File: src/rtl/swt16_hazard_ctrl_pkg.sv
// Shared definitions for the swt16 pipeline sequencing controller:
// FSM state encoding, default register index width, bubble NOP encoding.
package swt16_pkg;

    typedef logic [1:0] state_t;

    localparam state_t INIT  = 2'd0;
    localparam state_t RUN   = 2'd1;
    localparam state_t STALL = 2'd2;
    localparam state_t FLUSH = 2'd3;

    localparam int REG_IDX_WIDTH_DEF = 4;

    // Instruction word injected into DC/EX when a bubble is requested.
    localparam logic [15:0] NOP_INSN = 16'h0000;

    function automatic logic [15:0] sat_inc16(input logic [15:0] v);
        return (v == 16'hFFFF) ? v : v + 16'd1;
    endfunction

endpackage

File: src/rtl/swt16_hazard_ctrl_if.sv
// Decode/EX/writeback hazard bus between the pipeline and the controller.
// slave: controller side (takes in_*, drives out_*); master: pipeline side.
// Optional out_stall_cnt/out_flush_cnt exist with SWT16_HAZARD_PERF_EN.
interface swt16_hazard_ctrl_if
    import swt16_pkg::*;
#(
    parameter int REG_IDX_WIDTH = REG_IDX_WIDTH_DEF
);
    logic                     in_dc_valid;
    logic [REG_IDX_WIDTH-1:0] in_dc_src1_idx;
    logic                     in_dc_src1_rd;
    logic [REG_IDX_WIDTH-1:0] in_dc_src2_idx;
    logic                     in_dc_src2_rd;
    logic [REG_IDX_WIDTH-1:0] in_dc_dst_idx;
    logic                     in_dc_dst_wr;
    logic                     in_ex_set_pc;
    logic                     in_wb_valid;
    logic [REG_IDX_WIDTH-1:0] in_wb_dst_idx;
    logic                     out_stall_if;
    logic                     out_stall_dc;
    logic                     out_bubble_ex;
    logic                     out_flush;
    logic                     out_issue;
    logic                     out_busy;
    logic                     out_err;
`ifdef SWT16_HAZARD_PERF_EN
    logic [15:0]              out_stall_cnt;
    logic [15:0]              out_flush_cnt;
`endif

    modport slave (
        input  in_dc_valid, in_dc_src1_idx, in_dc_src1_rd,
        input  in_dc_src2_idx, in_dc_src2_rd,
        input  in_dc_dst_idx, in_dc_dst_wr,
        input  in_ex_set_pc, in_wb_valid, in_wb_dst_idx,
`ifdef SWT16_HAZARD_PERF_EN
        output out_stall_cnt, out_flush_cnt,
`endif
        output out_stall_if, out_stall_dc, out_bubble_ex,
        output out_flush, out_issue, out_busy, out_err
    );

    modport master (
        output in_dc_valid, in_dc_src1_idx, in_dc_src1_rd,
        output in_dc_src2_idx, in_dc_src2_rd,
        output in_dc_dst_idx, in_dc_dst_wr,
        output in_ex_set_pc, in_wb_valid, in_wb_dst_idx,
`ifdef SWT16_HAZARD_PERF_EN
        input  out_stall_cnt, out_flush_cnt,
`endif
        input  out_stall_if, out_stall_dc, out_bubble_ex,
        input  out_flush, out_issue, out_busy, out_err
    );

endinterface

File: src/rtl/swt16_hazard_ctrl_scoreboard.sv
// Per-register pending-write counters with issue increment, writeback
// decrement, sticky underflow error and three pending lookups.
module swt16_scoreboard
    import swt16_pkg::*;
#(
    parameter int REG_IDX_WIDTH = REG_IDX_WIDTH_DEF,
    parameter int CNT_WIDTH     = 2
) (
    input  logic                     clock,
    input  logic                     reset,
    input  logic                     issue,
    input  logic                     dst_wr,
    input  logic [REG_IDX_WIDTH-1:0] dst_idx,
    input  logic                     wb_valid,
    input  logic [REG_IDX_WIDTH-1:0] wb_dst_idx,
    input  logic [REG_IDX_WIDTH-1:0] src1_idx,
    input  logic [REG_IDX_WIDTH-1:0] src2_idx,
    output logic                     src1_pend,
    output logic                     src2_pend,
    output logic                     dst_full,
    output logic                     busy,
    output logic                     err
);
    localparam int NREG = 1 << REG_IDX_WIDTH;
    localparam logic [CNT_WIDTH-1:0] CNT_MAX = '1;

    logic [CNT_WIDTH-1:0] cnt_q [NREG];
    logic [CNT_WIDTH-1:0] cnt_d [NREG];
    logic [NREG-1:0]      inc_v;
    logic [NREG-1:0]      dec_v;
    logic                 err_q;
    logic                 err_d;

    always_comb begin
        inc_v = '0;
        dec_v = '0;
        inc_v[dst_idx]    = issue & dst_wr;
        dec_v[wb_dst_idx] = wb_valid;
    end

    always_comb begin
        err_d = err_q;
        if (wb_valid && cnt_q[wb_dst_idx] == '0)
            err_d = 1'b1;
        for (int i = 0; i < NREG; i++) begin
            cnt_d[i] = cnt_q[i];
            if (inc_v[i] && !dec_v[i])
                cnt_d[i] = cnt_q[i] + 1'b1;
            else if (dec_v[i] && !inc_v[i] && cnt_q[i] != '0)
                cnt_d[i] = cnt_q[i] - 1'b1;
        end
    end

    always_ff @(posedge clock or negedge reset) begin
        if (!reset) begin
            err_q <= 1'b0;
            for (int i = 0; i < NREG; i++)
                cnt_q[i] <= '0;
        end else begin
            err_q <= err_d;
            for (int i = 0; i < NREG; i++)
                cnt_q[i] <= cnt_d[i];
        end
    end

    always_comb begin
        busy = 1'b0;
        for (int i = 0; i < NREG; i++)
            busy = busy | (cnt_q[i] != '0);
    end

    assign src1_pend = cnt_q[src1_idx] != '0;
    assign src2_pend = cnt_q[src2_idx] != '0;
    assign dst_full  = cnt_q[dst_idx] == CNT_MAX;
    assign err       = err_q;

endmodule

File: src/rtl/swt16_hazard_ctrl.sv
// swt16 IF/DC/EX sequencing controller: RAW/structural stall, redirect
// flush sequence and post-reset fetch hold. Ports: clock, reset (async,
// active-low), bus (swt16_hazard_ctrl_if.slave). Optional perf counters
// out_stall_cnt/out_flush_cnt are enabled by SWT16_HAZARD_PERF_EN.
module swt16_hazard_ctrl
    import swt16_pkg::*;
#(
    parameter int REG_IDX_WIDTH = REG_IDX_WIDTH_DEF,
    parameter int CNT_WIDTH     = 2,
    parameter int FLUSH_CYCLES  = 2,
    parameter int INIT_CYCLES   = 1
) (
    input logic                clock,
    input logic                reset,
    swt16_hazard_ctrl_if.slave bus
);
    localparam int TMAX = (INIT_CYCLES > FLUSH_CYCLES) ? INIT_CYCLES : FLUSH_CYCLES;
    localparam int TW   = $clog2(TMAX + 1);
    localparam logic [TW-1:0] T_ONE   = TW'(1);
    localparam logic [TW-1:0] T_INIT  = TW'(INIT_CYCLES);
    localparam logic [TW-1:0] T_FLUSH = TW'(FLUSH_CYCLES - 1);

    state_t        state_q, state_d;
    logic [TW-1:0] tmr_q, tmr_d;
    logic          src1_pend, src2_pend, dst_full;
    logic          hazard, issue;

    assign hazard = bus.in_dc_valid &
                    ((bus.in_dc_src1_rd & src1_pend) |
                     (bus.in_dc_src2_rd & src2_pend) |
                     (bus.in_dc_dst_wr  & dst_full));

    assign issue = ((state_q == RUN) || (state_q == STALL)) &
                   bus.in_dc_valid & ~hazard & ~bus.in_ex_set_pc;

    swt16_scoreboard #(
        .REG_IDX_WIDTH (REG_IDX_WIDTH),
        .CNT_WIDTH     (CNT_WIDTH)
    ) u_sb (
        .clock      (clock),
        .reset      (reset),
        .issue      (issue),
        .dst_wr     (bus.in_dc_dst_wr),
        .dst_idx    (bus.in_dc_dst_idx),
        .wb_valid   (bus.in_wb_valid),
        .wb_dst_idx (bus.in_wb_dst_idx),
        .src1_idx   (bus.in_dc_src1_idx),
        .src2_idx   (bus.in_dc_src2_idx),
        .src1_pend  (src1_pend),
        .src2_pend  (src2_pend),
        .dst_full   (dst_full),
        .busy       (bus.out_busy),
        .err        (bus.out_err)
    );

    always_ff @(posedge clock or negedge reset) begin
        if (!reset) begin
            state_q <= INIT;
            tmr_q   <= T_INIT;
        end else begin
            state_q <= state_d;
            tmr_q   <= tmr_d;
        end
    end

    // The redirect cycle itself flushes, so FLUSH covers the remaining
    // FLUSH_CYCLES-1 cycles; with a single flush cycle FLUSH is skipped.
    always_comb begin
        state_d = state_q;
        tmr_d   = tmr_q;
        unique case (state_q)
            INIT: begin
                if (tmr_q <= T_ONE) state_d = RUN;
                else                tmr_d   = tmr_q - T_ONE;
            end
            RUN, STALL: begin
                if (bus.in_ex_set_pc) begin
                    state_d = (FLUSH_CYCLES > 1) ? FLUSH : RUN;
                    tmr_d   = T_FLUSH;
                end else begin
                    state_d = hazard ? STALL : RUN;
                end
            end
            FLUSH: begin
                if (bus.in_ex_set_pc) begin
                    state_d = (FLUSH_CYCLES > 1) ? FLUSH : RUN;
                    tmr_d   = T_FLUSH;
                end else if (tmr_q <= T_ONE) begin
                    state_d = RUN;
                    tmr_d   = '0;
                end else begin
                    tmr_d   = tmr_q - T_ONE;
                end
            end
            default: state_d = INIT;
        endcase
    end

    always_comb begin
        bus.out_stall_if  = 1'b0;
        bus.out_stall_dc  = 1'b0;
        bus.out_bubble_ex = 1'b0;
        bus.out_flush     = 1'b0;
        bus.out_issue     = issue;
        unique case (state_q)
            INIT: begin
                bus.out_stall_if  = 1'b1;
                bus.out_stall_dc  = 1'b1;
                bus.out_bubble_ex = 1'b1;
            end
            RUN, STALL: begin
                if (bus.in_ex_set_pc) begin
                    bus.out_flush     = 1'b1;
                    bus.out_bubble_ex = 1'b1;
                end else if (hazard) begin
                    bus.out_stall_if  = 1'b1;
                    bus.out_stall_dc  = 1'b1;
                    bus.out_bubble_ex = 1'b1;
                end
            end
            FLUSH: begin
                bus.out_flush     = 1'b1;
                bus.out_bubble_ex = 1'b1;
            end
            default: begin
                bus.out_stall_if  = 1'b1;
                bus.out_stall_dc  = 1'b1;
                bus.out_bubble_ex = 1'b1;
            end
        endcase
    end

`ifdef SWT16_HAZARD_PERF_EN
    logic [15:0] stall_cnt_q, stall_cnt_d;
    logic [15:0] flush_cnt_q, flush_cnt_d;

    always_comb begin
        stall_cnt_d = (state_q == STALL) ? sat_inc16(stall_cnt_q) : stall_cnt_q;
        flush_cnt_d = (state_q == FLUSH) ? sat_inc16(flush_cnt_q) : flush_cnt_q;
    end

    always_ff @(posedge clock or negedge reset) begin
        if (!reset) begin
            stall_cnt_q <= '0;
            flush_cnt_q <= '0;
        end else begin
            stall_cnt_q <= stall_cnt_d;
            flush_cnt_q <= flush_cnt_d;
        end
    end

    assign bus.out_stall_cnt = stall_cnt_q;
    assign bus.out_flush_cnt = flush_cnt_q;
`endif

endmodule

File: src/flat_wrapper.sv
// flat-port wrapper written by rule: the top's interface ports become plain ports
module swt16_hazard_ctrl_flat import swt16_pkg::*;
#(
    parameter int REG_IDX_WIDTH = REG_IDX_WIDTH_DEF,
    parameter int CNT_WIDTH     = 2,
    parameter int FLUSH_CYCLES  = 2,
    parameter int INIT_CYCLES   = 1
)
  (clock, reset, bus_in_dc_valid, bus_in_dc_src1_idx, bus_in_dc_src1_rd, bus_in_dc_src2_idx, bus_in_dc_src2_rd, bus_in_dc_dst_idx, bus_in_dc_dst_wr, bus_in_ex_set_pc, bus_in_wb_valid, bus_in_wb_dst_idx, bus_out_stall_if, bus_out_stall_dc, bus_out_bubble_ex, bus_out_flush, bus_out_issue, bus_out_busy, bus_out_err);
  swt16_hazard_ctrl_if #(.REG_IDX_WIDTH(REG_IDX_WIDTH)) bus_i ();
  input logic clock;
  input logic reset;
  input wire logic [$bits(bus_i.in_dc_valid)-1:0] bus_in_dc_valid;
  input wire logic [$bits(bus_i.in_dc_src1_idx)-1:0] bus_in_dc_src1_idx;
  input wire logic [$bits(bus_i.in_dc_src1_rd)-1:0] bus_in_dc_src1_rd;
  input wire logic [$bits(bus_i.in_dc_src2_idx)-1:0] bus_in_dc_src2_idx;
  input wire logic [$bits(bus_i.in_dc_src2_rd)-1:0] bus_in_dc_src2_rd;
  input wire logic [$bits(bus_i.in_dc_dst_idx)-1:0] bus_in_dc_dst_idx;
  input wire logic [$bits(bus_i.in_dc_dst_wr)-1:0] bus_in_dc_dst_wr;
  input wire logic [$bits(bus_i.in_ex_set_pc)-1:0] bus_in_ex_set_pc;
  input wire logic [$bits(bus_i.in_wb_valid)-1:0] bus_in_wb_valid;
  input wire logic [$bits(bus_i.in_wb_dst_idx)-1:0] bus_in_wb_dst_idx;
  output wire logic [$bits(bus_i.out_stall_if)-1:0] bus_out_stall_if;
  output wire logic [$bits(bus_i.out_stall_dc)-1:0] bus_out_stall_dc;
  output wire logic [$bits(bus_i.out_bubble_ex)-1:0] bus_out_bubble_ex;
  output wire logic [$bits(bus_i.out_flush)-1:0] bus_out_flush;
  output wire logic [$bits(bus_i.out_issue)-1:0] bus_out_issue;
  output wire logic [$bits(bus_i.out_busy)-1:0] bus_out_busy;
  output wire logic [$bits(bus_i.out_err)-1:0] bus_out_err;
  assign bus_i.in_dc_valid = bus_in_dc_valid;
  assign bus_i.in_dc_src1_idx = bus_in_dc_src1_idx;
  assign bus_i.in_dc_src1_rd = bus_in_dc_src1_rd;
  assign bus_i.in_dc_src2_idx = bus_in_dc_src2_idx;
  assign bus_i.in_dc_src2_rd = bus_in_dc_src2_rd;
  assign bus_i.in_dc_dst_idx = bus_in_dc_dst_idx;
  assign bus_i.in_dc_dst_wr = bus_in_dc_dst_wr;
  assign bus_i.in_ex_set_pc = bus_in_ex_set_pc;
  assign bus_i.in_wb_valid = bus_in_wb_valid;
  assign bus_i.in_wb_dst_idx = bus_in_wb_dst_idx;
  assign bus_out_stall_if = bus_i.out_stall_if;
  assign bus_out_stall_dc = bus_i.out_stall_dc;
  assign bus_out_bubble_ex = bus_i.out_bubble_ex;
  assign bus_out_flush = bus_i.out_flush;
  assign bus_out_issue = bus_i.out_issue;
  assign bus_out_busy = bus_i.out_busy;
  assign bus_out_err = bus_i.out_err;
  swt16_hazard_ctrl #(.REG_IDX_WIDTH(REG_IDX_WIDTH), .CNT_WIDTH(CNT_WIDTH), .FLUSH_CYCLES(FLUSH_CYCLES), .INIT_CYCLES(INIT_CYCLES)) u_core (.clock(clock), .reset(reset), .bus(bus_i));
endmodule
File: config.mk
export PLATFORM = sky130hd
export DESIGN_NAME = swt16_hazard_ctrl_flat
export DESIGN_NICKNAME = d
export VERILOG_FILES = /design/src/rtl/swt16_hazard_ctrl_pkg.sv /design/src/rtl/swt16_hazard_ctrl_if.sv /design/src/rtl/swt16_hazard_ctrl_scoreboard.sv /design/src/rtl/swt16_hazard_ctrl.sv /design/src/flat_wrapper.sv
export SDC_FILE = /design/constraint.sdc
export NUM_CORES = 1
export LEC_CHECK = 0
export BUFFER_PORTS_ARGS = -buffer_cell sky130_fd_sc_hd__buf_4
export CAP_MARGIN = 20
export CORE_UTILIZATION = 55
export DETAILED_ROUTE_END_ITERATION = 10
export PLACE_DENSITY_LB_ADDON = 0.1
export SLEW_MARGIN = 5
export SYNTH_ARGS = -nofsm -noshare
export SYNTH_HDL_FRONTEND = slang
export SYNTH_HIERARCHICAL = 1
export SYNTH_SLANG_ARGS = --single-unit
File: constraint.sdc
create_clock -name clock -period 3.1 [get_ports clock]
set_clock_uncertainty 0.15 [all_clocks]
set_input_delay 0.62 -clock clock [delete_from_list [all_inputs] [get_ports clock]]
set_output_delay 0.62 -clock clock [all_outputs]
set_load 0.01 [all_outputs]
# Word level (Yosys, flattened, before mapping)
# Cells that the tools add are included.
[op_classes]
addsub = 33
order_cmp = 9
eq_ne = 6
n_mux = 65
bitwise_logic = 33
n_reduce_logical = 123
[op_table]
columns = ["cell", "count"]
rows = [
  ["two-way mux 2 bit", 48],
  ["nonzero test 2 bit", 34],
  ["logical AND 1 bit", 51],
  ["subtractor 2 x 1 -> 2 bit, second input constant", 17],
  ["adder 2 x 1 -> 2 bit, second input constant", 16],
  ["bitwise AND 16 bit", 2],
  ["binary-select mux 2 bit (select 4 bit)", 4],
  ["zero test 1 bit", 32],
  [">= comparator 5 bit, second input constant", 4],
  ["inverter 4 -> 5 bit", 4],
  ["bitwise OR 1 bit", 17],
  ["case mux 2 bit (3 select lines)", 2],
  ["< comparator 4 x 5 -> 1 bit, second input constant", 2],
  ["bitwise AND 1 bit", 8],
  ["demux 1 bit (select 4 bit)", 2],
  [">= comparator 4 x 1 -> 1 bit, second input constant", 2],
  ["equality test 2 bit, second input constant", 3],
  ["two-way mux 1 bit", 6],
  ["case mux 1 bit (2 select lines)", 3],
  ["zero test 2 bit", 2],
  ["!= test 2 bit, second input constant", 2],
  ["OR reduction 2 bit", 2],
  ["equality test 2 x 1 -> 1 bit, second input constant", 1],
  ["less-or-equal comparator 2 x 1 -> 1 bit, second input constant", 1],
  ["3 further kinds", 4],
]
[word_totals]
reg_bits = 37
input_bits = 24
output_inout_bits = 7
elab_cells = 288

# Longest topological paths before layout
# Gate-level depths: netlist (run 1).
[depth]
depth_word = 19
ltp_mapped = 13
depth_no_buf = 12

# Hierarchy
# Netlist (run 1), hierarchy kept.
[modules_own_cells]
columns = ["module", "instances", "cells_per_inst", "area_each_um2"]
rows = [
  ["swt16_scoreboard", 1, 337, 2665.1],
  ["swt16_hazard_ctrl", 1, 44, 382.9],
]

# Worst setup path before layout (run 1)
# No wires, ideal clock.
[synth_timing]
kind = "input to register"
start = "input port bus_in_dc_dst_idx[1]"
end = "register u_core/u_sb/cnt_q[7] in the netlist's numbering"
arrival_ns = 3.062
path_slack_ns = -0.206
path_stages = 13
n_path_buf = 2
path_cell_list = "buf_2 -> buf_2 -> o21ai_0 -> mux4_2 -> nor2_1 -> a31oi_1 -> a222oi_1 -> and3_1 -> nand2_1 -> nor3_2 -> nand3_1 -> a21boi_0 -> a211oi_1"
[synth_between]
elab_chain_len = 17
word_cells_on_any_way = 24
cone_classes = "order compare (2); eq/ne (1); mux (6); bitwise (9); reduce/logical (6)"
[synth_lines]
columns = ["element", "line_no", "source"]
rows = [
  ["start: declaration", "flat_wrapper.sv:18", "input wire logic [$bits(bus_i.in_dc_dst_idx)-1:0] bus_in_dc_dst_idx;"],
  ["inverter 4 -> 5 bit (not written as such) (*)", "swt16_hazard_ctrl_scoreboard.sv:74", "assign dst_full = cnt_q[dst_idx] == CNT_MAX;"],
  ["binary-select mux 2 bit (select 4 bit) (*)", "swt16_hazard_ctrl_scoreboard.sv:74", ""],
  ["two-way mux 2 bit (not written as such) (*) (2 in series)", "swt16_hazard_ctrl_scoreboard.sv:74", ""],
  ["equality test 2 bit (*)", "swt16_hazard_ctrl_scoreboard.sv:74", ""],
  ["via u_core.dst_full", "swt16_hazard_ctrl.sv:25", "logic src1_pend, src2_pend, dst_full;"],
  ["bitwise AND 1 bit (*)", "swt16_hazard_ctrl.sv:31", "(bus.in_dc_dst_wr & dst_full));"],
  ["bitwise OR 1 bit (*)", "swt16_hazard_ctrl.sv:30", "(bus.in_dc_src2_rd & src2_pend) |"],
  ["bitwise AND 1 bit (*)", "swt16_hazard_ctrl.sv:28", "assign hazard = bus.in_dc_valid &"],
  ["inverter 1 bit (*)", "swt16_hazard_ctrl.sv:34", "bus.in_dc_valid & ~hazard & ~bus.in_ex_set_pc;"],
  ["bitwise AND 1 bit (*) (2 in series)", "swt16_hazard_ctrl.sv:34", ""],
  ["via bus_out_issue", "flat_wrapper.sv:27", "output wire logic [$bits(bus_i.out_issue)-1:0] bus_out_issue;"],
  ["bitwise AND 1 bit (*)", "swt16_hazard_ctrl_scoreboard.sv:37", "inc_v[dst_idx] = issue & dst_wr;"],
  ["bitwise AND 16 bit (no source line) (*)", "n/a", ""],
  ["zero test 1 bit", "swt16_hazard_ctrl_scoreboard.sv:49", "else if (dec_v[i] && !inc_v[i] && cnt_q[i] != '0)"],
  ["logical AND 1 bit (2 in series)", "swt16_hazard_ctrl_scoreboard.sv:49", ""],
  ["nonzero test 2 bit (no source line)", "n/a", ""],
  ["end signal: indexed assignment", "swt16_hazard_ctrl_scoreboard.sv:62", "cnt_q[i] <= cnt_d[i];"],
  ["end: declaration", "swt16_hazard_ctrl_scoreboard.sv:27", "logic [CNT_WIDTH-1:0] cnt_q [NREG];"],
]
# The timed path passes the listed nets; every way through them passes the cells marked *. The select of a mux whose other input is x is not followed.
# A chain may end at the register's enable or synchronous reset.

# Worst setup path after layout (run 1)
[layout_timing]
start = "register u_core/u_sb/cnt_q[8] in the netlist's numbering"
end = "output port bus_out_stall_if"
[layout_between]
elab_chain_len = 11
word_cells_on_any_way = 21
cone_classes = "eq/ne (1); mux (12); bitwise (6); reduce/logical (2)"
[layout_lines]
columns = ["element", "line_no", "source"]
rows = [
  ["binary-select mux 2 bit (select 4 bit)", "swt16_hazard_ctrl_scoreboard.sv:72", "assign src1_pend = cnt_q[src1_idx] != '0;"],
  ["two-way mux 2 bit (not written as such) (2 in series)", "swt16_hazard_ctrl_scoreboard.sv:72", ""],
  ["nonzero test 2 bit", "swt16_hazard_ctrl_scoreboard.sv:72", ""],
  ["via u_core.src1_pend", "swt16_hazard_ctrl.sv:25", ""],
  ["bitwise AND 1 bit", "swt16_hazard_ctrl.sv:29", "((bus.in_dc_src1_rd & src1_pend) |"],
  ["bitwise OR 1 bit", "swt16_hazard_ctrl.sv:29", ""],
  ["bitwise OR 1 bit", "swt16_hazard_ctrl.sv:30", ""],
  ["bitwise AND 1 bit", "swt16_hazard_ctrl.sv:28", ""],
  ["two-way mux 1 bit", "swt16_hazard_ctrl.sv:115", "end else if (hazard) begin"],
  ["two-way mux 1 bit", "swt16_hazard_ctrl.sv:112", "if (bus.in_ex_set_pc) begin"],
  ["case mux 1 bit (2 select lines)", "swt16_hazard_ctrl.sv:105", "unique case (state_q)"],
  ["end: declaration", "flat_wrapper.sv:23", "output wire logic [$bits(bus_i.out_stall_if)-1:0] bus_out_stall_if;"],
]
# The timed path passes the listed nets, and every way through them passes these cells. The select of a mux whose other input is x is not followed.

==> results of run 1 <==
[repair_timing]
item / CTS / global route
setup buffers: 5 / 5
endpoints found under the setup margin: 24 / 36
pin swaps: 5 / 27
gates resized for setup: 25 / 74
hold buffers: 0 / 0
hold endpoints to repair: 0 / 0
[power by group through the flow]
| stage | logic, W | clock network [W] | registers, W |
|---|---|---|---|
| floorplan | 0.000468 | 0 | 0.000600 |
| global placement | 0.000705 | 0 | 0.000615 |
| detailed placement | 0.000721 | 0 | 0.000617 |
| CTS | 0.000746 | 0.000333 | 0.000615 |
| global route | 0.000883 | 0.000356 | 0.000628 |
| finish | 0.000817 | 0.000330 | 0.000621 |
[logic make-up after synthesis]
group / Yosys count / share of synthesized area [%]
and+or+nand+nor: 176 / 30.3
AOI/OAI and AO/OA: 123 / 26.7
adders and majority gates: 5 / 2.05
muxes: 8 / 5.50
DFF: 37 / 30.4
buffers and inverters: 31 / 4.68
xor gates and xnor gates: 1 / 0.287
[cell type report]
cell class / instances / share of cell area, %
clock buffer: 8 / 1.93
inverter: 12 / 1.08
multi-input combinational: 313 / 56.6
sequential: 37 / 22.4
tap: 70 / 2.11
timing repair buffer: 80 / 15.9
[routing by layer]
metal	GRT usage, %	vias up	routed length, um
li1	-	1569	-
met1	38.4	1674	3980
met2	51.2	226	4890
met3	5.51	54	819
met4	15.4	0	344
met5	0	-	0
[synth_stat cells (all sizes together), types with 2 or more instances]
cell type	n	share of area (%)
o21ai	16	2.6
or2	11	2.3
and2	3	0.62
o21a	5	1.2
a311oi	6	1.7
nand3b	5	2.1
nand4	3	0.62
a221oi	5	1.4
nand2	39	4.9
o22ai	2	0.62
nor2	40	5.0
a211oi	24	5.9
a21boi	5	1.2
or3	11	2.4
nand4b	2	0.57
a22oi	2	0.49
a21o	2	0.49
buf	11	2.2
a31oi	11	2.3
clkbuf	8	0.99
dfrtp	36	30
nand3	13	2.1
nor3	25	4.4
o211ai	3	0.74
and3	3	0.62
nand2b	7	1.4
inv	12	1.5
nor3b	2	0.66
mux4	7	5.2
nor2b	10	2.1
ha	5	2.1
a21oi	35	5.7
[critical path, stage by stage (launching register included)]
cell and delay, ns:
sky130_fd_sc_hd__dfrtp_1 0.43, sky130_fd_sc_hd__nor2_2 0.26, sky130_fd_sc_hd__mux4_2 0.29, sky130_fd_sc_hd__a21oi_1 0.07, sky130_fd_sc_hd__a21o_1 0.18, sky130_fd_sc_hd__a222oi_1 0.45
sky130_fd_sc_hd__buf_4 0.21, sky130_fd_sc_hd__nand3b_1 0.13, sky130_fd_sc_hd__a21oi_2 0.07, sky130_fd_sc_hd__buf_4 0.14
[sequential cells by signal, indices dropped and copies added (netlist names)]
signal             cells
u_core/u_sb/cnt_q     32
u_core/state_q         2
u_core/u_sb/err        1
u_core/tmr_q           2
[worst min path at each step]
| stage | to | slack, ns | startpoint |
|---|---|---|---|
| 2_1_floorplan | u_core/state_q[0] | 0.17 | reset |
| 3_3_place_gp | u_core/u_sb/err | 0.33 | u_core/u_sb/err |
| 3_5_place_dp | u_core/u_sb/err | 0.34 | u_core/u_sb/err |
| 4_1_cts | u_core/u_sb/cnt_q[19] | 0.17 | reset |
| 5_1_grt | u_core/u_sb/cnt_q[30] | 0.19 | reset |
| 6_report | u_core/state_q[1] | 0.15 | reset |
[through the flow]
stage	area [um^2]	hold slack, ns	total power (W)	utilization, %
finish	4160	0.154	0.00177	79.3
global route	4160	0.186	0.00187	79.3
CTS	3810	0.165	0.00169	72.8
detailed placement	3610	0.340	0.00134	68.9
global placement	3610	0.331	0.00132	68.9
floorplan	3110	0.174	0.00107	-
[layout by cell type, fill, tap and decap left out, types with 5 or more instances in the layout]
cell type / instances
sky130_fd_sc_hd__nand3_1: 7
sky130_fd_sc_hd__inv_1: 12
sky130_fd_sc_hd__clkbuf_8: 5
sky130_fd_sc_hd__nor2b_1: 9
sky130_fd_sc_hd__nand2_1: 28
sky130_fd_sc_hd__nor3_1: 17
sky130_fd_sc_hd__a31oi_1: 11
sky130_fd_sc_hd__ha_1: 5
sky130_fd_sc_hd__nand2_2: 8
sky130_fd_sc_hd__or2_0: 8
sky130_fd_sc_hd__buf_4: 64
sky130_fd_sc_hd__o21a_1: 5
sky130_fd_sc_hd__mux4_2: 7
sky130_fd_sc_hd__nand3_2: 5
sky130_fd_sc_hd__or3_1: 10
sky130_fd_sc_hd__a211oi_2: 8
sky130_fd_sc_hd__o21ai_1: 5
sky130_fd_sc_hd__nor2_1: 26
sky130_fd_sc_hd__buf_6: 16
sky130_fd_sc_hd__nor2_4: 8
sky130_fd_sc_hd__a21oi_1: 21
sky130_fd_sc_hd__dfrtp_1: 34
sky130_fd_sc_hd__a21oi_2: 14
sky130_fd_sc_hd__a211oi_1: 16
sky130_fd_sc_hd__o21ai_0: 8
sky130_fd_sc_hd__a311oi_1: 5
sky130_fd_sc_hd__nor2_2: 6
sky130_fd_sc_hd__nand2b_1: 5
==> metrics.txt, run 1 <==
number of buffers inserted during clock tree synthesis 5; GR Overflow Total 0; Post-Synthesis Mean Instance Area 8.00 um^2; IO Port Bufs 30; power per cell area between 400 and 500 nW/um^2; post-synthesis register bit count 37; Post-Route WL roughly 10000 um; Hold Fails Final Rpt 0; sequential cell area fraction in the yosys report 30.4%; number of buffers on the longest clock path 2; library cell used as clock root buffer sky130_fd_sc_hd__clkbuf_8; count of different cell masters after synthesis between 50 and 60; Max Clk Rate between 300 and 400 MHz; sum of negative setup slack -1.57 ns; HPWL reported at the end of detailed placement about 6400 um; violated checks setup timing; routed vias/inst ~6.8; count of synthesis-stage warnings from yosys 6; core footprint around 5200 um^2; shortest period the worst path allows roughly 3.3 ns; TritonCTS clock tree done; Total Die Area around 5800 um^2; area occupied by multi-input gates roughly 2400 um^2; Starting Density between 50 and 60%; clock insertion delay at the later pin of the skew report about 0.29 ns; total inserted antenna cells 0; largest net degree at the start of global routing 38; internal cell power 0.00109 W; Seq. cell area 930 um^2; count of nets after finishing around 480; Setup WS pre-CTS -0.248 ns; # rows 26; clock-pin transition on the worst setup and hold timing paths 0.07 ns; cell count after placement between 500 and 600; dominant synthesized flop cell sky130_fd_sc_hd__dfrtp_1; switching part of the total about two fifths; Post-Synthesis Cells approximately 380; RSZ-0062 raised after global routing true; CP Capture Point bus_out_stall_if; proportion of power drawn by combinational gates 46.2%; Startpoint Class flop; CTS HTree Levels 2; arrival time at the worst endpoint between 2 and 3 ns; fillers 340; critical path peak fanout 4; Die Span X 76.4 um; clock sinks 37; Setup CP Type flop to output pin; number of max-cap violations 0; Tot GR Track Use ~31%; Post-synth EDFFs 0; I/O pin total 31; endpoint class of the critical path output pin; via total after detailed routing around 3.5k; Register-to-Register Path Depth 12; startpoint of the most critical setup path u_core/u_sb/cnt_q[8]; transition time at the pin with the least slew margin just over 0.7 ns; initial antenna violation count 0; FF-to-FF setup slack -0.18 ns; number of failing setup endpoints in the final timing report 15; fraction of layout instances using a drive strength above 1 around 40%; Mapped Nets 410; fin crit share 106%; number of search-and-repair iterations in the first detailed-routing pass 6; final antenna-violating net count 0; first-pass GRT wire length 14200 um; Max rail drop VDD around 280 uV; required time of the critical path 2.33 ns; power dissipated by switching net loads 0.000680 W; Final GP Congestion between 0.9 and 1; Max Slew Vio Count 0; run status finished with violations; share of total power in sequential cells roughly a third; Clk pwr share 18.7%; worst hold path type input port to asynchronous set/reset pin; layout overhead on the synthesized area 36.3%; min setup slack post-route -0.182 ns; count of routing violations after the opening detailed-route iteration approximately 370; vias in the first global route a little over 3k; average detailed-routed wire length per instance 19.3 um; Chip Height 76.4 um; r2r startpoint u_core/u_sb/cnt_q[8]; max-slew headroom at the worst pin between 50% and 60%; non-filler cells in the finished layout 520; drc violations 0; worst flop-to-flop path endpoint u_core/u_sb/cnt_q[22]; share of async-settable or async-resettable flops after synthesis 100%; Cell Area, Synth between 3000 and 4000 um^2; leakage around 1.6 nW
Power figures use the tool's default switching activity.
==> run 2: changes to the inputs <==
--- a/config.mk
+++ b/config.mk
@@ -5,10 +5,10 @@
 export SDC_FILE = /design/constraint.sdc
 export NUM_CORES = 1
 export LEC_CHECK = 0
-export BUFFER_PORTS_ARGS = -buffer_cell sky130_fd_sc_hd__buf_4
 export CAP_MARGIN = 20
 export CORE_UTILIZATION = 55
 export DETAILED_ROUTE_END_ITERATION = 10
+export DONT_BUFFER_PORTS = 1
 export PLACE_DENSITY_LB_ADDON = 0.1
 export SLEW_MARGIN = 5
 export SYNTH_ARGS = -nofsm -noshare
==> run 2 against run 1 <==
Effect of this change: the run ends with hold timing, setup timing left; combinational power down 18%; setup slack better by 0.12 ns; count of clock-buffer cells in the layout decreased by 1; register-to-register slack improved by 0.15 ns; worst hold slack worse by 0.16 ns; design area is 9.2% lower; sequential power about the same; routed wire length is 7.6% lower; largest cell class unchanged.
==> metrics.txt, run 2 (synthesis results as in run 1) <==
run status finished with violations (unchanged); violated checks hold timing, setup timing (was setup timing); CTS HTree Levels 2 (unchanged); area occupied by multi-input gates 2240 um^2 (was 2350 um^2); clock-pin transition on the worst setup and hold timing paths 0.08 ns (was 0.07 ns); fin crit share 102% (was 106%); clock sinks 37 (unchanged); core footprint 5240 um^2 (unchanged); critical path peak fanout 18 (was 4); routed vias/inst 6.78 (about the same); initial antenna violation count 0 (unchanged); Startpoint Class input port (was flop); max-slew headroom at the worst pin 61.2% (was 51.3%); via total after detailed routing 3267 (was 3523); clock insertion delay at the later pin of the skew report 0.30 ns (was 0.29 ns); switching part of the total 36.1% (was 38.5%); non-filler cells in the finished layout 482 (was 520); min setup slack post-route -0.0642 ns (was -0.182 ns); sum of negative setup slack -0.211 ns (was -1.57 ns); number of buffers inserted during clock tree synthesis 5 (unchanged); layout overhead on the synthesized area 23.8% (was 36.3%); Setup CP Type input port to output pin (was flop to output pin); count of routing violations after the opening detailed-route iteration 359 (was 365); number of buffers on the longest clock path 2 (unchanged); # rows 26 (unchanged); RSZ-0062 raised after global routing true (unchanged); Register-to-Register Path Depth 12 (unchanged); Max Slew Vio Count 0 (unchanged); fillers 390 (was 340); flip-flop count of the largest register after layout 32 (unchanged); met1 WL 3590 um (was 3980 um); power dissipated by switching net loads 0.000629 W (was 0.000680 W); Starting Density 58.2% (unchanged); IO Port Bufs 0 (was 30); final antenna-violating net count 0 (unchanged); TritonCTS clock tree done (unchanged); Max Clk Rate 316 MHz (was 305 MHz); GR Overflow Total 0 (unchanged); Fin Hold WS -0.00473 ns (was 0.154 ns); arrival time at the worst endpoint 2.39 ns (was 2.51 ns); cell count after placement 456 (was 502); Chip Height 76.4 um (unchanged); uppermost layer routed met4 (unchanged); Met2 Wirelength 4510 um (was 4890 um); required time of the critical path 2.33 ns (about the same); total inserted antenna cells 0 (unchanged); shortest period the worst path allows 3.16 ns (was 3.28 ns); vias in the first global route 2990 (was 3084); Max rail drop VDD 344 uV (was 282 uV); commonest cells after routing, fill and taps aside sky130_fd_sc_hd__a21oi_1 (34), sky130_fd_sc_hd__buf_4 (34), sky130_fd_sc_hd__nand2_1 (33), sky130_fd_sc_hd__dfrtp_1 (33), sky130_fd_sc_hd__nor2_1 (26) (was sky130_fd_sc_hd__buf_4 (64), sky130_fd_sc_hd__dfrtp_1 (34), sky130_fd_sc_hd__nand2_1 (28)); average detailed-routed wire length per instance 19.3 um (about the same); internal cell power 0.00111 W (was 0.00109 W); post-layout instance area 3770 um^2 (was 4160 um^2); Total Die Area 5840 um^2 (unchanged); endpoint class of the critical path output pin (unchanged); Die Span X 76.4 um (unchanged); I/O pin total 31 (unchanged); leakage 1.44 nW (was 1.64 nW); first-pass GRT wire length 14400 um (was 14200 um); fraction of layout instances using a drive strength above 1 27.7% (was 39.6%); number of search-and-repair iterations in the first detailed-routing pass 5 (was 6); HPWL reported at the end of detailed placement 6310 um (was 6390 um); share of total power in sequential cells 35.7% (was 35.1%); proportion of power drawn by combinational gates 38.3% (was 46.2%); number of max-cap violations 0 (unchanged); standard cell area after detailed placement 3260 um^2 (was 3610 um^2); count of nets after finishing 440 (was 478); power per cell area 461 nW/um^2 (was 425 nW/um^2); Power Total 0.00174 W (was 0.00177 W); Hold Fails Final Rpt 4 (was 0); top flop regs u_core/u_sb/cnt_q: 32 flops, u_core/state_q: 2 flops, u_core/tmr_q: 2 flops (unchanged); Met3 Wirelength 839 um (was 819 um); number of failing setup endpoints in the final timing report 5 (was 15); library cell used as clock root buffer sky130_fd_sc_hd__clkbuf_8 (unchanged); Final GP Congestion 0.887 (was 0.906); register bank with the most flops u_core/u_sb/cnt_q (unchanged); drc violations 0 (unchanged); largest net degree at the start of global routing 38 (unchanged); Clk pwr share 26.0% (was 18.7%); worst hold path type input port to asynchronous set/reset pin (unchanged); Seq. cell area 931 um^2 (was 930 um^2); Post-Route WL 9280 um (was 10000 um); transition time at the pin with the least slew margin 0.576 ns (was 0.723 ns); Tot GR Track Use 31.5% (was 30.8%)
run 2: cell types whose count changed in the layout (fill, tap and decap cells not counted), sizes merged:
cell	previous run	this run
clkbuf	8	7
bufinv	0	1
buf	80	42
run 2: cell type report:
cell class	count	area share (%)
Sequential cell	37	24.7
Clock buffer	7	2.29
Timing Repair Buffer	42	9.39
Inverter	12	1.19
Clock inverter	1	0.796
Tap cell	70	2.32
Multi-Input combinational cell	313	59.3
run 2: power groups by stage:
stage          combinational, W  sequential [W]  clock [W]
2_1_floorplan          0.000468        0.000600          0
5_1_grt                0.000724        0.000630   0.000475
3_3_place_gp           0.000566        0.000615          0
4_1_cts                0.000622        0.000613   0.000454
3_5_place_dp           0.000573        0.000618          0
6_report               0.000667        0.000621   0.000453
run 2: worst max-delay path, cell delays in order:
cell,delay (ns)
sky130_fd_sc_hd__inv_1,0.30
sky130_fd_sc_hd__a311oi_1,0.15
sky130_fd_sc_hd__a311o_1,0.36
sky130_fd_sc_hd__a31oi_1,0.24
sky130_fd_sc_hd__a222oi_1,0.13
sky130_fd_sc_hd__buf_4,0.17
sky130_fd_sc_hd__nand3b_1,0.19
sky130_fd_sc_hd__a21oi_4,0.22
run 2: final timing paths:
kind / start / end / slack [ns]
worst max-delay path: bus_in_dc_dst_idx[1] / bus_out_stall_if / -0.06
worst min-delay path: reset / u_core/tmr_q[1] / -0.005
worst max register to register: u_core/u_sb/cnt_q[27] / u_core/u_sb/cnt_q[29] / -0.03
worst min register to register: u_core/u_sb/cnt_q[22] / u_core/u_sb/cnt_q[22] / 0.39
max in group asynchronous: reset / u_core/tmr_q[0] / 2.56
min in group clock: bus_in_dc_valid / u_core/state_q[1] / 0.32
run 2: routing by layer:
layer  GRT usage [%]  vias up
met5               0        -
met4            16.5        0
met3            6.23       37
met2            51.6      182
met1            39.1     1554
li1                -     1494
run 2: through the flow:
step / setup WS, ns / utilization, %
global route: -0.124 / 72.0
detailed placement: -0.0606 / 62.3
finish: -0.0642 / 72.0
CTS: -0.0118 / 67.9
global placement: -0.0124 / 62.3
floorplan: -0.0495 / -
run 2: timing repair:
item                                    CTS  global route
cloned                                    0             0
resized for setup                        26            32
endpoints found under the setup margin   11            31
pin swaps                                 6            13
setup buffers                             8             9
endpoints found under the hold margin    37             0
hold buffers                              1             0
==> run 3: changes to the inputs <==
--- a/config.mk
+++ b/config.mk
@@ -6,7 +6,9 @@
 export NUM_CORES = 1
 export LEC_CHECK = 0
 export CAP_MARGIN = 20
-export CORE_UTILIZATION = 55
+export CELL_PAD_IN_SITES_DETAIL_PLACEMENT = 1
+export CELL_PAD_IN_SITES_GLOBAL_PLACEMENT = 1
+export CORE_UTILIZATION = 48
 export DETAILED_ROUTE_END_ITERATION = 10
 export DONT_BUFFER_PORTS = 1
 export PLACE_DENSITY_LB_ADDON = 0.1
==> run 3 against run 2 <==
Effect of this change: the flow still finishes with violations (hold timing, setup timing); first-iteration DRC count unchanged; global-route usage increased by 2.1 points; via count grew 11%; count of clock-buffer cells in the layout did not move; combinational power is 16% higher; worst hold slack improved by 0.0043 ns; sequential share of layout area decreased by 0.85 points; die area grew 14%; largest cell class unchanged; highest routed layer unchanged.
==> metrics.txt, run 3 (synthesis results as in run 1) <==
# rows 28 (was 26); number of search-and-repair iterations in the first detailed-routing pass 5 (unchanged); power per cell area 451 nW/um^2 (was 461 nW/um^2); arrival time at the worst endpoint 2.58 ns (was 2.39 ns); clock insertion delay at the later pin of the skew report 0.30 ns (about the same); shortest period the worst path allows 3.35 ns (was 3.16 ns); Tot GR Track Use 33.6% (was 31.5%); Setup CP Type flop to output pin (was input port to output pin); Fin Hold WS -0.000442 ns (was -0.00473 ns); number of buffers and inverters on the critical path 1 (was 2); CTS HTree Levels 2 (unchanged); Power Total 0.00176 W (was 0.00174 W); worst hold path type input port to asynchronous set/reset pin (unchanged); Starting Density 50.6% (was 58.2%); Setup WS pre-CTS -0.184 ns (was -0.0606 ns); clock-pin transition on the worst setup and hold timing paths 0.09 ns (was 0.08 ns); Final GP Congestion 0.820 (was 0.887); vias in the first global route 3354 (was 2990); count of nets after finishing 449 (was 440); most common cell after layout, fill and taps aside sky130_fd_sc_hd__buf_4; average detailed-routed wire length per instance 25.9 um (was 19.3 um); dominant delay contributor by cell family on the critical path compound AO/OA/AOI/OAI gates (unchanged); violated checks hold timing, setup timing (unchanged); top flop regs u_core/u_sb/cnt_q: 32 flops, u_core/state_q: 2 flops, u_core/tmr_q: 2 flops (unchanged); number of buffers inserted during clock tree synthesis 5 (unchanged); cell with the largest stage delay on the worst path sky130_fd_sc_hd__a222oi_1 (was sky130_fd_sc_hd__a311o_1); RSZ-0062 raised after global routing true (unchanged); critical path peak fanout 3 (was 18); number of max-cap violations 0 (unchanged); GR Overflow Total 0 (unchanged); fin crit share 108% (was 102%); layout overhead on the synthesized area 28.0% (was 23.8%); total inserted antenna cells 0 (unchanged); Total Die Area 6670 um^2 (was 5840 um^2); Die Span X 81.7 um (was 76.4 um); HPWL reported at the end of detailed placement 7800 um (was 6310 um); number of buffers on the longest clock path 2 (unchanged); largest net degree at the start of global routing 37 (was 38); drc violations 0 (unchanged); required time of the critical path 2.33 ns (about the same); routed vias/inst 7.35 (was 6.78); Max Slew Vio Count 0 (unchanged); cell count after placement 474 (was 456); I/O pin total 31 (unchanged); number of failing setup endpoints in the final timing report 27 (was 5); clock sinks 37 (unchanged); final antenna-violating net count 0 (unchanged); commonest cells after routing, fill and taps aside sky130_fd_sc_hd__buf_4 (42), sky130_fd_sc_hd__dfrtp_1 (34), sky130_fd_sc_hd__a21oi_1 (30) (was sky130_fd_sc_hd__a21oi_1 (34), sky130_fd_sc_hd__buf_4 (34), sky130_fd_sc_hd__nand2_1 (33), sky130_fd_sc_hd__dfrtp_1 (33), sky130_fd_sc_hd__nor2_1 (26)); TritonCTS clock tree done (unchanged); Max Clk Rate 299 MHz (was 316 MHz); first-pass GRT wire length 16600 um (was 14400 um); library cell used as clock root buffer sky130_fd_sc_hd__clkbuf_8 (unchanged); max-slew headroom at the worst pin 48.4% (was 61.2%); fraction of layout instances using a drive strength above 1 32.1% (was 27.7%); initial antenna violation count 0 (unchanged); Chip Height 81.7 um (was 76.4 um); Post-Route WL 12800 um (was 9280 um); flip-flop count of the largest register after layout 32 (unchanged); Startpoint Class flop (was input port); sum of negative setup slack -2.51 ns (was -0.211 ns); endpoint class of the critical path output pin (unchanged); leakage 1.52 nW (was 1.44 nW); run status finished with violations (unchanged); Hold Fails Final Rpt 1 (was 4); non-filler cells in the finished layout 495 (was 482); IO Port Bufs 0 (unchanged); transition time at the pin with the least slew margin 0.772 ns (was 0.576 ns); Critical Path, Cell by Cell nor2_1 -> mux4_2 -> a211oi_1 -> a21o_1 -> a222oi_1 -> buf_4 -> nand3b_1 -> a21oi_4 (was inv_1 -> a311oi_1 -> a311o_1 -> a31oi_1 -> a222oi_1 -> buf_4 -> nand3b_1 -> a21oi_4); min setup slack post-route -0.248 ns (was -0.0642 ns); count of routing violations after the opening detailed-route iteration 359 (unchanged); register bank with the most flops u_core/u_sb/cnt_q (unchanged); Max rail drop VDD 292 uV (was 344 uV); via total after detailed routing 3637 (was 3267); max incr delay on CP 0.44 ns (was 0.36 ns); core footprint 6030 um^2 (was 5240 um^2); fillers 700 (was 390)
## run 3: cell count changes in the layout (fill, tap and decap cells not counted), moves of 3 or more
cell / change
sky130_fd_sc_hd__a21boi_0: -3
sky130_fd_sc_hd__buf_4: +8
sky130_fd_sc_hd__a21oi_2: +4
sky130_fd_sc_hd__nand3_2: -4
sky130_fd_sc_hd__nor2_4: -5
sky130_fd_sc_hd__nand2_4: +3
sky130_fd_sc_hd__nand3_4: +3
sky130_fd_sc_hd__nor2_2: +3
sky130_fd_sc_hd__a21oi_1: -4
sky130_fd_sc_hd__nand2_1: -5
## run 3: final cells by class
type,count,area (um^2),share of cell area [%]
Multi-Input combinational cell,313,2320,59.5
Inverter,12,45.0,1.15
Sequential cell,37,930,23.8
Clock buffer,7,86.3,2.21
Tap cell,75,93.8,2.41
Timing Repair Buffer,51,425,10.9
## run 3: routing by layer
| layer | global-route usage (%) | part of all wire (%) | up-vias |
|---|---|---|---|
| met3 | 6.89 | 8.7 | 75 |
| met5 | 0 | 0 | - |
| met4 | 15.1 | 5.2 | 0 |
| met1 | 39.9 | 38 | 1811 |
| li1 | - | - | 1503 |
| met2 | 58.2 | 48 | 248 |
## run 3: final timing paths
kind | startpoint | endpoint | slack [ns] | depth (start not counted)
min in group clock | bus_in_ex_set_pc | u_core/tmr_q[1] | 0.34 | 2
max reg2reg | u_core/u_sb/cnt_q[18] | u_core/u_sb/cnt_q[23] | -0.19 | 12
min reg2reg | u_core/tmr_q[0] | u_core/tmr_q[0] | 0.42 | 2
max in group asynchronous | reset | u_core/u_sb/cnt_q[28] | 2.58 | 1
max | u_core/u_sb/cnt_q[18] | bus_out_stall_dc | -0.25 | 8
min | reset | u_core/u_sb/cnt_q[29] | -0.0004 | 1
## run 3: worst register-to-register path, stage by stage, from the launching register on
cell                       delay [ns]
sky130_fd_sc_hd__dfrtp_1         0.42
sky130_fd_sc_hd__nor2_1          0.35
sky130_fd_sc_hd__mux4_2          0.34
sky130_fd_sc_hd__a211oi_1        0.08
sky130_fd_sc_hd__a21o_1          0.17
sky130_fd_sc_hd__a222oi_1        0.44
sky130_fd_sc_hd__and3_4          0.33
sky130_fd_sc_hd__nand2_4         0.08
sky130_fd_sc_hd__nor3_4          0.17
sky130_fd_sc_hd__buf_6           0.16
sky130_fd_sc_hd__o311ai_4        0.11
sky130_fd_sc_hd__mux2i_1         0.29
sky130_fd_sc_hd__nor2_1          0.09
## run 3: stage by stage
step | hold slack, ns | util, % | cell area (um^2)
floorplan | 0.174 | - | 3110
global route | -0.00819 | 64.7 | 3900
global placement | 0.176 | 55.9 | 3370
detailed placement | 0.176 | 55.9 | 3370
CTS | 0.00855 | 59.9 | 3610
finish | -0.000442 | 64.7 | 3900
## run 3: timing repair
item / CTS / global route
pin swaps: 5 / 26
buffers inserted: 8 / 5
setup endpoints to repair: 30 / 35
hold endpoints to repair: 36 / 0
gates resized for setup: 19 / 60
hold buffers: 1 / 0
## run 3: where the power goes
part           internal, W  switching, W
clock network     0.000177      0.000191
registers         0.000547     0.0000718
logic             0.000323      0.000450
total              0.00105      0.000713
